## config.mk

```make
export PLATFORM = sky130hd
export DESIGN_NAME = tcam_fanout_router
export DESIGN_NICKNAME = d
export VERILOG_FILES = /design/src/rtl/tcam_fanout_router.sv
export SDC_FILE = /design/constraint.sdc
export NUM_CORES = 1
export LEC_CHECK = 0
export CORE_MARGIN = 2
export CORE_UTILIZATION = 48
export DETAILED_ROUTE_END_ITERATION = 10
export DONT_BUFFER_PORTS = 1
export PLACE_DENSITY_LB_ADDON = 0.25
export RECOVER_POWER = 50
export SLEW_MARGIN = 10
export SYNTH_ARGS = -nofsm -noshare
export SYNTH_HDL_FRONTEND = slang
export SYNTH_SLANG_ARGS = --single-unit
```

## constraint.sdc

```tcl
create_clock -name clk -period 8 [get_ports clk]
set_input_delay 1.2 -clock clk [delete_from_list [all_inputs] [get_ports clk]]
set_output_delay 1.2 -clock clk [all_outputs]
set_load 0.03 [all_outputs]
```

## src/rtl/tcam_fanout_router.sv

```systemverilog
// TCAM routing table for the spike-routing path.
// A packet key is masked-matched against every valid entry; each hit is then
// streamed out lowest address first over a valid/ready handshake.
module tcam_fanout_router #(
   parameter int ID_Width      = 4,
   parameter int Axon_Width    = 2,
   parameter int Synapse_Width = 2,
   parameter int Weight_Width  = 4,
   parameter int Words         = 16,
   parameter int Bits          = ID_Width + Axon_Width + Synapse_Width,
   parameter int AddressSize   = $clog2(Words)
) (
   input  logic                    clk,
   input  logic                    rst_n,
   input  logic                    flush,
   input  logic                    cfg_we,
   output logic                    cfg_ready,
   input  logic [AddressSize-1:0]  cfg_addr,
   input  logic [Bits-1:0]         cfg_key,
   input  logic [Bits-1:0]         cfg_care,
   input  logic [ID_Width-1:0]     cfg_dst,
   input  logic [Weight_Width-1:0] cfg_weight,
   input  logic                    cfg_vld,
   input  logic                    pkt_valid,
   output logic                    pkt_ready,
   input  logic [Bits-1:0]         pkt_key,
   output logic                    out_valid,
   input  logic                    out_ready,
   output logic [ID_Width-1:0]     out_dst,
   output logic [Weight_Width-1:0] out_weight,
   output logic [AddressSize-1:0]  out_addr,
   output logic                    out_last,
   output logic                    miss,
   output logic [AddressSize:0]    hit_cnt
);

   typedef enum logic {IDLE, SCAN} state_t;

   state_t                  state;
   logic                    vld_mem  [Words];
   logic [Bits-1:0]         key_mem  [Words];
   logic [Bits-1:0]         care_mem [Words];
   logic [ID_Width-1:0]     dst_mem  [Words];
   logic [Weight_Width-1:0] wt_mem   [Words];

   logic [Words-1:0]        match_vec;
   logic [Words-1:0]        hit_vec;
   logic [Words-1:0]        hit_rest;
   logic [AddressSize:0]    match_cnt;
   logic                    found;

   localparam logic [Words-1:0] HitOne = {{(Words-1){1'b0}}, 1'b1};

   assign cfg_ready = rst_n & (state == IDLE);
   assign pkt_ready = rst_n & (state == IDLE) & ~flush & ~cfg_we;
   assign hit_rest  = hit_vec & (hit_vec - HitOne);
   assign out_last  = (hit_vec != '0) && (hit_rest == '0);

   // Masked compare of the incoming key against every entry, plus hit popcount
   always_comb begin
      match_vec = '0;
      match_cnt = '0;
      for (int unsigned i = 0; i < Words; i++) begin
         match_vec[i] = vld_mem[i] & ~|((key_mem[i] ^ pkt_key) & care_mem[i]);
         match_cnt    = match_cnt + {{AddressSize{1'b0}}, match_vec[i]};
      end
   end

   // Present the payload of the lowest pending hit; zeros when nothing is pending
   always_comb begin
      found      = 1'b0;
      out_dst    = '0;
      out_weight = '0;
      out_addr   = '0;
      for (int unsigned i = 0; i < Words; i++) begin
         if (hit_vec[i] && !found) begin
            found      = 1'b1;
            out_dst    = dst_mem[i];
            out_weight = wt_mem[i];
            out_addr   = AddressSize'(i);
         end
      end
   end

   // Table storage: cleared by reset, valid bits dropped by flush, written only in IDLE
   always_ff @(posedge clk or negedge rst_n) begin
      if (!rst_n) begin
         for (int unsigned i = 0; i < Words; i++) begin
            vld_mem[i]  <= 1'b0;
            key_mem[i]  <= '0;
            care_mem[i] <= '0;
            dst_mem[i]  <= '0;
            wt_mem[i]   <= '0;
         end
      end else if (flush) begin
         for (int unsigned i = 0; i < Words; i++) begin
            vld_mem[i] <= 1'b0;
         end
      end else if (cfg_we && cfg_ready) begin
         // Addresses at or beyond Words match no loop index and are dropped
         for (int unsigned i = 0; i < Words; i++) begin
            if (cfg_addr == AddressSize'(i)) begin
               vld_mem[i]  <= cfg_vld;
               key_mem[i]  <= cfg_key;
               care_mem[i] <= cfg_care;
               dst_mem[i]  <= cfg_dst;
               wt_mem[i]   <= cfg_weight;
            end
         end
      end
   end

   // Lookup FSM: snapshot hits on accept, then retire one hit per handshake
   always_ff @(posedge clk or negedge rst_n) begin
      if (!rst_n) begin
         state     <= IDLE;
         hit_vec   <= '0;
         out_valid <= 1'b0;
         miss      <= 1'b0;
         hit_cnt   <= '0;
      end else begin
         miss <= 1'b0;
         if (flush) begin
            state     <= IDLE;
            hit_vec   <= '0;
            out_valid <= 1'b0;
         end else begin
            case (state)
               IDLE: begin
                  if (pkt_valid && pkt_ready) begin
                     hit_cnt <= match_cnt;
                     if (match_vec == '0) begin
                        miss <= 1'b1;
                     end else begin
                        hit_vec   <= match_vec;
                        out_valid <= 1'b1;
                        state     <= SCAN;
                     end
                  end
               end
               SCAN: begin
                  if (out_ready) begin
                     hit_vec <= hit_rest;
                     if (out_last) begin
                        out_valid <= 1'b0;
                        state     <= IDLE;
                     end
                  end
               end
               default: state <= IDLE;
            endcase
         end
      end
   end

endmodule

```

==> results.toml, run 1 <==
[yosys]
ys_warn_count = 0
synth-main-ff-cell = "dfrtp_1"
synthTopCellsByCount = "dfrtp_1, mux2_2, xor2_1"
synth.area.top_cells = "dfrtp_1, mux2_2, xor2_1, nand2_1, a22oi_1"
yosys.area.top_type = "dfrtp_1"
syn_area_per_cell_um2 = 12.52
ys_types = 73
synthesis.nets = 1666
ys_seq_area_frac = 0.5274
synth_top_area_frac = 0.5274
ys_seq_elements = 424
synthCells = 1607
synth_area_um2 = 20120
synth_enable_flop_cells = 0
synth.most_common_cell = "dfrtp_1"
synthArstFlopShare = 1.000

[cts]
cts_setup_buffers = 0
htreeDepth = 2
clk_pin_slew_ps = 60
cts_buffers = 45
cts.sinks = 424
post_cts_resized = 0
clk_path_buf_depth = 3
tritoncts = "built"
hold_buffers = 0
clk_latency_ps = 570
root_buffer = "clkbuf_16"

[finish]
antenna_cells = 0
n_fill_cell = 3592
nets = 1609
regArea_um2 = 10610
drive_above_1_share = 0.3169
multi_input_area_um2 = 8833
syn_to_final_growth_pct = 8.999

[timing]
setup_tns_ps = 0
final-hold-violation-count = 0
rsz0062_at_grt = "false"
final_max_slew_viol_count = 21
max_freq_mhz = 177.7
fin_crit_sh = 0.7035
finalSetupViolations = 0
period_needed_ps = 5628
relSlewSlack = -0.007799
tightest_slew_ps = 1512
skew_ps = 23.83

[floorplanning]
core_region_area_um2 = 41670
die_w_um = 208.7
num_io_pins = 65
die_y_um = 208.7
fp.dieArea_um2 = 43570
num_rows = 75
initial_core_util = 0.4829

[drt]
vias = 12570
wl_um = 50050
drtIter0Drc = 940
wl_per_cell_um = 23.57
drc = 0
ant_nets = 0
drtPass1Iterations = 5
vias_per_cell = 5.923

[worst_setup_path]
slowest_stage = "a41oi_1"
cp-start-kind = "flop"
r2r_setup_slack_ps = 3560
slowest_delay_ps = 750
path_cells = "nor4_4 > nand4_1 > nor3_1 > and2_0 > a222oi_1 > a41oi_1"
critPathRequiredTime_ps = 6800
path_max_fanout = 21
regToRegEndpoint = "hit_cnt[4]"
r2r.worst_path.cells = 16
critPathCaptureType = "output pin"
critPathTopFamily = "simple AND/OR/NAND/NOR gates"
crit_buf_inv = 0
worstSetupPathType = "reg2out"
reg2reg_from = "key_mem[53]"
worstPathArrival_ps = 4430

[placement]
gp_congestion = 0.8258
place_hpwl_um = 32350
port-buffer-count = 0

[power]
ir_drop_mv = 0.1347
powerDensity_nw_per_um2 = 240.0
finalPower_w = 0.005264
p_leak_nw = 10.29

[grt]
grt_use_total = 0.2343
grt_pass1_vias = 13060
grt_max_degree = 426
grt_pass1_wl_um = 78490
overflow = 0
antenna_found_initial = 0

[min_path]
min_path_type = "in2async"

[run_status]
violations = "max-slew violations"
status = "complete, but fails checks"

[job]
max_cap_viol_count = 0
[per-stage QoR]
stage | util | hold WS, ps | setup WS (ps) | std cells | instance area [um2]
after floorplan | - | 471.3 | 2815 | 1607 | 20120
after global placement | 0.4878 | 481.9 | 2776 | 2041 | 20320
after detailed placement | 0.4878 | 490.1 | 2747 | 2041 | 20320
after CTS | 0.5258 | 334.1 | 2334 | 2122 | 21910
after global routing | 0.5263 | 326.9 | 2121 | 2123 | 21930
final | 0.5263 | 349.5 | 2372 | 2123 | 21930
[cell families (layout without fill, tap and decap cells)]
| logic type | after synthesis | in the layout | synth area share |
|---|---|---|---|
| AO/OA/AOI/OAI | 223 | 223 | 0.07848 |
| XOR/XNOR | 131 | 131 | 0.05703 |
| adder cells (fa/ha/maj) | 18 | 18 | 0.01474 |
| buffers and inverters | 146 | 123 | 0.03464 |
| flip-flops | 424 | 424 | 0.5274 |
| multiplexers | 391 | 391 | 0.2185 |
| AND/OR/NAND/NOR | 274 | 274 | 0.06928 |
[cells in the final DEF (no fill, tap or decap), types with 6 or more instances in the layout]
cell	n
buf_4	12
nand4_1	19
mux2_2	385
xor2_1	130
nor2_2	7
and2_1	11
a22oi_1	40
o211ai_1	10
mux2i_1	6
o21ai_0	41
a221o_1	6
a221oi_1	8
a32oi_1	10
inv_1	27
dfrtp_1	424
nor2b_1	10
a21oi_1	40
fa_1	10
a31oi_1	7
clkbuf_8	13
ha_1	6
clkbuf_1	10
nand3_1	23
and2b_2	11
clkbuf_16	46
nand2_1	98
a222oi_1	21
nor3_1	10
nor2_1	53
[state kept, by name (all words and copies together), names as in the netlist]
register   count
miss           1
out_valid      1
wt_mem        64
vld_mem       16
dst_mem       64
state          1
hit_vec       16
hit_cnt        5
key_mem      128
care_mem     128
[power breakdown]
part           switching [W]  internal [W]  total [W]
Sequential          0.000154       0.00241    0.00256
Combinational       0.000201      0.000289   0.000490
Clock               0.000872       0.00134    0.00221
Total                0.00123       0.00404    0.00526
[layout make-up]
class,count,share of cell area
Clock inverter,13,0.01010
Inverter,28,0.004793
Timing Repair Buffer,14,0.005534
Sequential cell,424,0.4838
Multi-Input combinational cell,1037,0.4028
Tap cell,539,0.03075
Clock buffer,68,0.06219
[per-layer routing]
metal | share of wire | up-vias | global-route usage
met4 | 0.031 | 0 | 0.07709
li1 | - | 5649 | -
met3 | 0.038 | 93 | 0.03411
met2 | 0.51 | 263 | 0.4067
met1 | 0.42 | 6569 | 0.3023
met5 | 0 | - | 0
[worst reg2reg max path: cells and delay by family, from the launching register on]
family                   cells  cell delay, ps
flip-flops                   1             390
adder cells (fa/ha/maj)      6            2620
buffers and inverters        3             190
AND/OR/NAND/NOR              3             560
AO/OA/AOI/OAI                3             450
XOR/XNOR                     1             150
[how the worst max path moves through the flow]
stage	cells past startpoint	end	from	slack, ps
after floorplan	17	hit_cnt[4]	pkt_key[4]	2810
after global placement	16	hit_cnt[4]	pkt_key[5]	2780
after detailed placement	16	hit_cnt[4]	pkt_key[5]	2750
after CTS	6	out_dst[1]	hit_vec[0]	2330
after global routing	6	out_dst[1]	hit_vec[0]	2120
final	6	out_dst[1]	hit_vec[0]	2370
Note: power is estimated with default switching activity, not from simulation.
==> inputs of run 2 (changes only) <==
Clock period 8 ns to 4.7 ns, I/O delays scaled along.
==> results.toml, run 2 (synthesis gave the netlist of run 1 again) <==
[run_status]
status = "complete, but fails checks"
violations = "negative hold slack, max-slew violations"

[worst_setup_path]
slowest_delay_ps = 690
cp_common_cell = "buf_4"
crit_buf_inv = 2
critPathRequiredTime_ps = 3990
path_max_fanout = 14
path_cells = "buf_4 > or4_1 > nor3_2 > a22oi_1 > a2111oi_0 > o21ai_0 > nand2_1 > a21oi_1 > buf_4"
reg2reg_from = "key_mem[66]"
cp-start-kind = "flop"
r2r.worst_path.cells = 16
regToRegEndpoint = "hit_cnt[4]"
critPathTopFamily = "simple AND/OR/NAND/NOR gates"
r2r_setup_slack_ps = 260
slowest_stage = "or4_1"
worstPathArrival_ps = 3810
worstSetupPathType = "reg2out"
critPathCaptureType = "output pin"
critPathLaunch = "hit_vec[0]"

[floorplanning]
num_rows = 75
die_w_um = 208.7
initial_core_util = 0.4829
num_io_pins = 65
die_y_um = 208.7
core_region_area_um2 = 41670
fp.dieArea_um2 = 43570

[placement]
port-buffer-count = 0
gp_congestion = 0.8121
dp_cells = 2062
place_hpwl_um = 32500

[timing]
relSlewSlack = -0.04666
period_needed_ps = 4514
final_max_slew_viol_count = 75
tightest_slew_ps = 1570
fin_crit_sh = 0.9605
final-hold-violation-count = 76
finalSetupViolations = 0
setup_tns_ps = 0
max_freq_mhz = 221.5
holdWs_ps = -127.7
rsz0062_at_grt = "false"
skew_ps = 17.91

[drt]
drc = 0
vias = 12770
wl_per_cell_um = 23.56
drtIter0Drc = 963
vias_per_cell = 5.965
wl_um = 50430
drtPass1Iterations = 6
ant_nets = 0

[min_path]
min_path_type = "in2async"

[cts]
tritoncts = "built"
cts.sinks = 424
htreeDepth = 2
clk_path_buf_depth = 3
clk_latency_ps = 560
cts_buffers = 44
clk_pin_slew_ps = 60
root_buffer = "clkbuf_16"

[power]
p_leak_nw = 10.33
powerDensity_nw_per_um2 = 398.8
ir_drop_mv = 0.3135

[finish]
layout.cells.non_filler = 2141
regArea_um2 = 10610
final_common_cell = "dfrtp_1"
syn_to_final_growth_pct = 9.042
drive_above_1_share = 0.3221
multi_input_area_um2 = 8833
layout_common_cells = "dfrtp_1, mux2_2, xor2_1"
fin_util = 0.5265
antenna_cells = 0
n_fill_cell = 3627
reg_top3 = "care_mem (128), key_mem (128)"
nets = 1628

[grt]
antenna_found_initial = 1
grt_max_degree = 426
grt_use_total = 0.2332
overflow = 0
grt_pass1_wl_um = 78690
grt_pass1_vias = 13250

[job]
max_cap_viol_count = 0
run 2: cell types whose count changed in the layout (fill, tap and decap cells not counted), sizes merged:
cell	before	now
buf	13	33
bufinv	5	3
clkbuf	69	71
clkinvlp	2	0
run 2: worst max path at each step:
stage               depth (start not counted)  slack, ps         end
global route                               18         20  hit_cnt[4]
finish                                      9        190  out_dst[3]
CTS                                         9        250  out_dst[3]
detailed placement                         15        -60  hit_cnt[3]
global placement                           16         30  hit_cnt[4]
floorplan                                  17         10  hit_cnt[4]
run 2: power by group:
part	switching, W	internal [W]
Clock	0.00144	0.00210
Sequential	0.000257	0.00410
Combinational	0.000349	0.000506
run 2: layer usage:
layer	routed length, um	vias up	GRT usage	part of all wire
met3	2016	99	0.03216	0.040
met2	25480	310	0.4085	0.51
li1	-	5667	-	-
met5	0	-	0	0
met1	21460	6695	0.3002	0.43
met4	1482	0	0.07365	0.029
run 2: stage by stage:
| stage | setup WS (ps) | instance area, um2 | hold WS (ps) | power (W) |
|---|---|---|---|---|
| 6_report | 185.5 | 21940 | -127.7 | 0.008748 |
| 5_1_grt | 16.16 | 21940 | -148.6 | 0.009092 |
| 4_1_cts | 253.3 | 21940 | -146.9 | 0.008810 |
| 3_5_place_dp | -58.66 | 20480 | 438.4 | 0.005274 |
| 3_3_place_gp | 26.48 | 20480 | 436.7 | 0.005224 |
| 2_1_floorplan | 9.808 | 20120 | 409.4 | 0.005120 |
run 2: cell type report:
class | count | area share
clock inverter | 9 | 0.006159
tap | 539 | 0.03074
multi-input combinational | 1037 | 0.4026
inverter | 28 | 0.004791
timing repair buffer | 34 | 0.01146
sequential | 424 | 0.4836
clock buffer | 70 | 0.06057
run 2: worst register-to-register path: cells and delay by family (launching register included):
kind	cells	cell delay [ps]
DFF	1	390
adders and majority gates	6	2590
buffers and inverters	3	160
xor gates and xnor gates	1	150
and+or+nand+nor	3	650
AOI/OAI and AO/OA	3	440
run 2: timing repair:
item,in CTS,in global routing
endpoints found under the hold margin,424,424
buffers inserted,0,0
gates resized for setup,0,0
==> variant 1, RTL diff (config.mk and constraints of run 2) <==
The parameter `Weight_Width` goes from 4 to 6.
--- a/src/rtl/tcam_fanout_router.sv
+++ b/src/rtl/tcam_fanout_router.sv
@@ -5,7 +5,7 @@
    parameter int ID_Width      = 4,
    parameter int Axon_Width    = 2,
    parameter int Synapse_Width = 2,
-   parameter int Weight_Width  = 4,
+   parameter int Weight_Width  = 6,
    parameter int Words         = 16,
    parameter int Bits          = ID_Width + Axon_Width + Synapse_Width,
    parameter int AddressSize   = $clog2(Words)
Ports: changed (resized cfg_weight and out_weight); port bits go from 65 to 69. The function was not compared with the original's and may differ.
==> variant 1 against run 2 <==
- the run ends with negative hold slack left
- combinational power is 9.6% lower
- via count is 7.5% higher
- non-clock buffer count is 15 higher
- highest routed layer unchanged
- register-to-register slack worse by 20 ps
- clock skew is 1.7 ps lower
- final area is 7.9% higher
- global-route usage is 0.96 points higher
- setup slack better by 15 ps
- count of clock-buffer cells in the layout is 1 lower
- total power is 5.2% higher
- sequential power is 7.8% higher
- sequential cell count is 32 higher
- synthesized area is 7.2% higher
- wire length is 10% higher
- largest power group unchanged
==> variant 1: results (changes against run 2) <==
INFO  metric placedCellCount = 2243 (+8.8%)
INFO  metric postSynthNetCount = 1795 (+7.7%)
INFO  metric met3RoutedLength = 2520 um (+25%)
INFO  metric synthDistinctLibCells = 69 (-5.5%)
INFO  metric worst_path_max_delay_cell = sky130_fd_sc_hd__nor4_4
INFO  metric critPathBufInv = 1 (-1)
INFO  metric grt.met3_usage = 0.0379 (+0.00575)
INFO  metric r2r_depth = 15 (-1)
INFO  metric clk-insertion-delay-late = 580 ps (+20 ps)
INFO  metric timing_hold_violations_final = 145 (+91%)
INFO  metric grt.met2_usage = 0.413 (+0.00446)
INFO  metric place_congestion = 0.831 (+2.3%)
INFO  metric outcome = complete, but fails checks
INFO  metric grt_start_max_net_pins = 458 (+7.5%)
INFO  metric stdcell_count = 2333 (+9.0%)
INFO  metric worstPathMaxFanout = 23 (+9)
INFO  metric p_seq_frac = 0.509 (+0.011)
INFO  metric p_sw = 2.12 mW (+3.7%)
INFO  metric cts-buffers-inserted = 48 (+9.1%)
INFO  metric regToRegStartpoint = key_mem[5]
INFO  metric met1_length = 23700 um (+10%)
INFO  metric maxSlewHeadroom = 0.277 (+0.324)
INFO  metric detail_route.iter0.violations = 1083 (+12%)
INFO  metric violations = negative hold slack
INFO  metric power_frac_comb = 0.084 (-0.014)
INFO  metric pre_cts_slack = -89.5 ps (-30.8 ps)
INFO  metric gr-usage-all-layers = 0.243 (+0.00962)
INFO  metric top_post_synthesis_cells_by_count = sky130_fd_sc_hd__dfrtp_1 (456), sky130_fd_sc_hd__mux2_2 (406), sky130_fd_sc_hd__xor2_1 (131)
INFO  metric dp.final_hpwl = 35900 um (+10%)
INFO  metric placement.cell_area = 22100 um^2 (+7.9%)
INFO  metric timing.reg2reg.setup_slack = 240 ps (-20 ps)
INFO  metric groute.layer.met1.usage = 0.318 (+0.0180)
INFO  metric final_max_slew_viol_count = 0 (-100%)
INFO  metric first_global_vias = 14600 (+10%)
INFO  metric arrival = 3790 ps (-20 ps)
INFO  metric final.hold.worst_slack = -172 ps (-44.1 ps)
INFO  metric layout_top_registers = care_mem x128, key_mem x128, wt_mem x96
## variant 1: cell type report
cell class                      count  area, um^2
Tap cell                          592         741
Timing Repair Buffer               49         357
Inverter                           29         109
Multi-Input combinational cell   1118        9480
Clock inverter                     20         139
Clock buffer                       69        1430
Sequential cell                   456       11400
Fill cell                        3865       20600
## variant 1: cell families after synthesis
group                      synth area share
and+or+nand+nor                      0.0697
muxes                                 0.219
xor gates and xnor gates             0.0532
AOI/OAI and AO/OA                    0.0821
adders and majority gates            0.0142
DFF                                   0.529
buffers and inverters                0.0329
## variant 1: worst max path at each step
stage,startpoint,end,slack [ps]
global route,key_mem[5],hit_cnt[4],-40
floorplan,pkt_key[6],hit_cnt[4],20
finish,hit_vec[0],out_dst[3],200
detailed placement,pkt_key[5],hit_cnt[4],-90
CTS,key_mem[21],hit_cnt[4],200
global placement,pkt_key[6],hit_cnt[4],10
## variant 1: what timing repair did
action                                  CTS  global route
gates resized for setup                   0             3
hold endpoints to repair                456           245
endpoints found under the setup margin    0             1
buffers inserted                          0             1
==> variant 2, RTL diff (config.mk and constraints of run 2) <==
Without the edit above. Reset style: synchronous (`rst_n`), changed in 2 clocked blocks.
--- a/src/rtl/tcam_fanout_router.sv
+++ b/src/rtl/tcam_fanout_router.sv
@@ -83,7 +83,7 @@
    end
 
    // Table storage: cleared by reset, valid bits dropped by flush, written only in IDLE
-   always_ff @(posedge clk or negedge rst_n) begin
+   always_ff @(posedge clk) begin
       if (!rst_n) begin
          for (int unsigned i = 0; i < Words; i++) begin
             vld_mem[i]  <= 1'b0;
@@ -111,7 +111,7 @@
    end
 
    // Lookup FSM: snapshot hits on accept, then retire one hit per handshake
-   always_ff @(posedge clk or negedge rst_n) begin
+   always_ff @(posedge clk) begin
       if (!rst_n) begin
          state     <= IDLE;
          hit_vec   <= '0;
Check against the original RTL: not equivalent (Yosys sat finds a counterexample within 4 cycles, from zero or initial values and one cycle with rst_n low; the reset may be asserted at any time).
==> variant 2 against run 2 <==
- the run ends with max-capacitance violations, max-slew violations left
- wire length is 6.8% lower
- sequential cell count is the same
- core utilization rose by 0.28 points
- first-iteration DRC count increased by 5.3%
- setup slack got worse by 17 ps
- final cell count is 5.6% lower
- fmax shrank 0.37%
- critical path depth is 2 lower
- synthesized area shrank 7.0%
- total power is 7.9% lower
- via count decreased by 8.1%
- final area is 7.0% lower
- register-to-register slack got worse by 40 ps
- highest routed layer is now met5
==> variant 2: results (changes against run 2) <==
INFO  metric outcome = complete, but fails checks
INFO  metric violations = max-capacitance violations, max-slew violations
INFO  metric met2_wirelength = 22200 um (-13%)
INFO  metric ir_worst_vdd = 272 uV (-13%)
INFO  metric gr-usage-all-layers = 0.233 (-0.000342)
INFO  metric routedWlPerCell = 23.3 um (-1.3%)
INFO  metric grt.met3_usage = 0.0432 (+0.0111)
INFO  metric met3RoutedLength = 3440 um (+71%)
INFO  metric top_post_synthesis_cells_by_count = sky130_fd_sc_hd__edfxtp_1 (398), sky130_fd_sc_hd__nor2_1 (289), sky130_fd_sc_hd__nand2_1 (129), sky130_fd_sc_hd__xor2_1 (129), sky130_fd_sc_hd__clkbuf_1 (77)
INFO  metric synth.avg_cell_area = 12.6 um^2 (+0.48%)
INFO  metric synthDistinctLibCells = 75 (+2.7%)
INFO  metric timing.reg2reg.setup_slack = 220 ps (-40 ps)
INFO  metric maxSlewHeadroom = -0.0622 (-0.0155)
INFO  metric fraction_of_synthesized_cell_area_taken_by_the_top_area_cell_type = 0.639 (+0.112)
INFO  metric detail_route.iter0.violations = 1014 (+5.3%)
INFO  metric highest_layer = met5
INFO  metric synth_async_sr_flop_share = 0 (-1.00)
INFO  metric final_max_slew_viol_count = 128 (+71%)
INFO  metric groute.layer.met1.usage = 0.320 (+0.0197)
INFO  metric ys_top_cells_by_area = sky130_fd_sc_hd__edfxtp_1 (64%), sky130_fd_sc_hd__xor2_1 (6.0%), sky130_fd_sc_hd__nor2_1 (5.8%), sky130_fd_sc_hd__dfxtp_1 (2.8%), sky130_fd_sc_hd__nand2_1 (2.6%)
INFO  metric placedCellCount = 1942 (-5.8%)
INFO  metric synth_edf_count = 398 (+398)
INFO  metric drive_gt1_frac = 0.0805 (-0.242)
INFO  metric router_iterations_before_antenna_repair = 5 (-1)
INFO  metric arrival = 3830 ps (+20 ps)
INFO  metric critical_path.max_stage_delay = 620 ps (-70 ps)
INFO  metric peak_clock_frequency_supported_by_timing = 221 MHz (-0.37%)
INFO  metric setup.worst_path.start = hit_vec[1]
INFO  metric grt_start_max_net_pins = 50 (-88%)
INFO  metric grt.met2_usage = 0.373 (-0.0352)
INFO  metric hold_path.class = in -> reg
INFO  metric dr_total_vias = 11700 (-8.1%)
INFO  metric antenna_found_initial = 2 (+1)
INFO  metric count_of_max_cap_constraint_violations = 5 (+5)
INFO  metric dp.final_hpwl = 31600 um (-2.7%)
INFO  metric regToRegStartpoint = key_mem[1][31]
INFO  metric power.leakage = 7.13 nW (-31%)
INFO  metric met1_length = 19800 um (-7.7%)
INFO  metric timing.critical_path.to = out_dst[0]
## variant 2: cell types whose count changed in the layout (fill, tap and decap cells not counted), sizes merged, moves of 14 or more
cell | run 2 | this run
dfrtp | 424 | 0
o211ai | 10 | 25
edfxtp | 0 | 398
dfxtp | 0 | 26
nand4 | 19 | 3
nor2 | 60 | 292
nand2 | 99 | 132
a22o | 1 | 15
mux2 | 385 | 1
a221oi | 8 | 24
a21oi | 40 | 22
inv | 28 | 54
a22oi | 40 | 12
## variant 2: cell type report
class	instances	area (um^2)
clock inverters	19	104
inverters	54	203
repair buffers	44	267
multi-input cells	902	5540
flip-flops and latches	424	12500
clock buffers	60	1180
fillers	3357	18100
well taps	518	648
## variant 2: cells by family (layout without fill, tap and decap cells)
logic type / after synthesis / count (layout) / synth area share
and+or+nand+nor: 532 / 532 / 0.127
DFF: 424 / 424 / 0.667
AOI/OAI and AO/OA: 215 / 215 / 0.0868
buffers and inverters: 161 / 177 / 0.0394
xor gates and xnor gates: 131 / 131 / 0.0613
adders and majority gates: 16 / 16 / 0.0147
muxes: 8 / 8 / 0.00435
## variant 2: report_power, final
part           switching (mW)  internal (mW)  total (mW)  leakage, nW
logic                   0.307          0.141       0.449         2.47
clock network            1.41           1.76        3.17        0.624
registers              0.0784           4.37        4.45         4.03
## variant 2: what timing repair did
action | in CTS | in global routing
resized for setup | 0 | 4
endpoints found under the hold margin | 0 | 0
setup endpoints to repair | 0 | 3
## variant 2: critical path, delay by kind of cell, from the launching register on
| kind | cells | cell delay, ps |
|---|---|---|
| simple gates | 4 | 1800 |
| compound gates | 3 | 890 |
| flops | 1 | 560 |
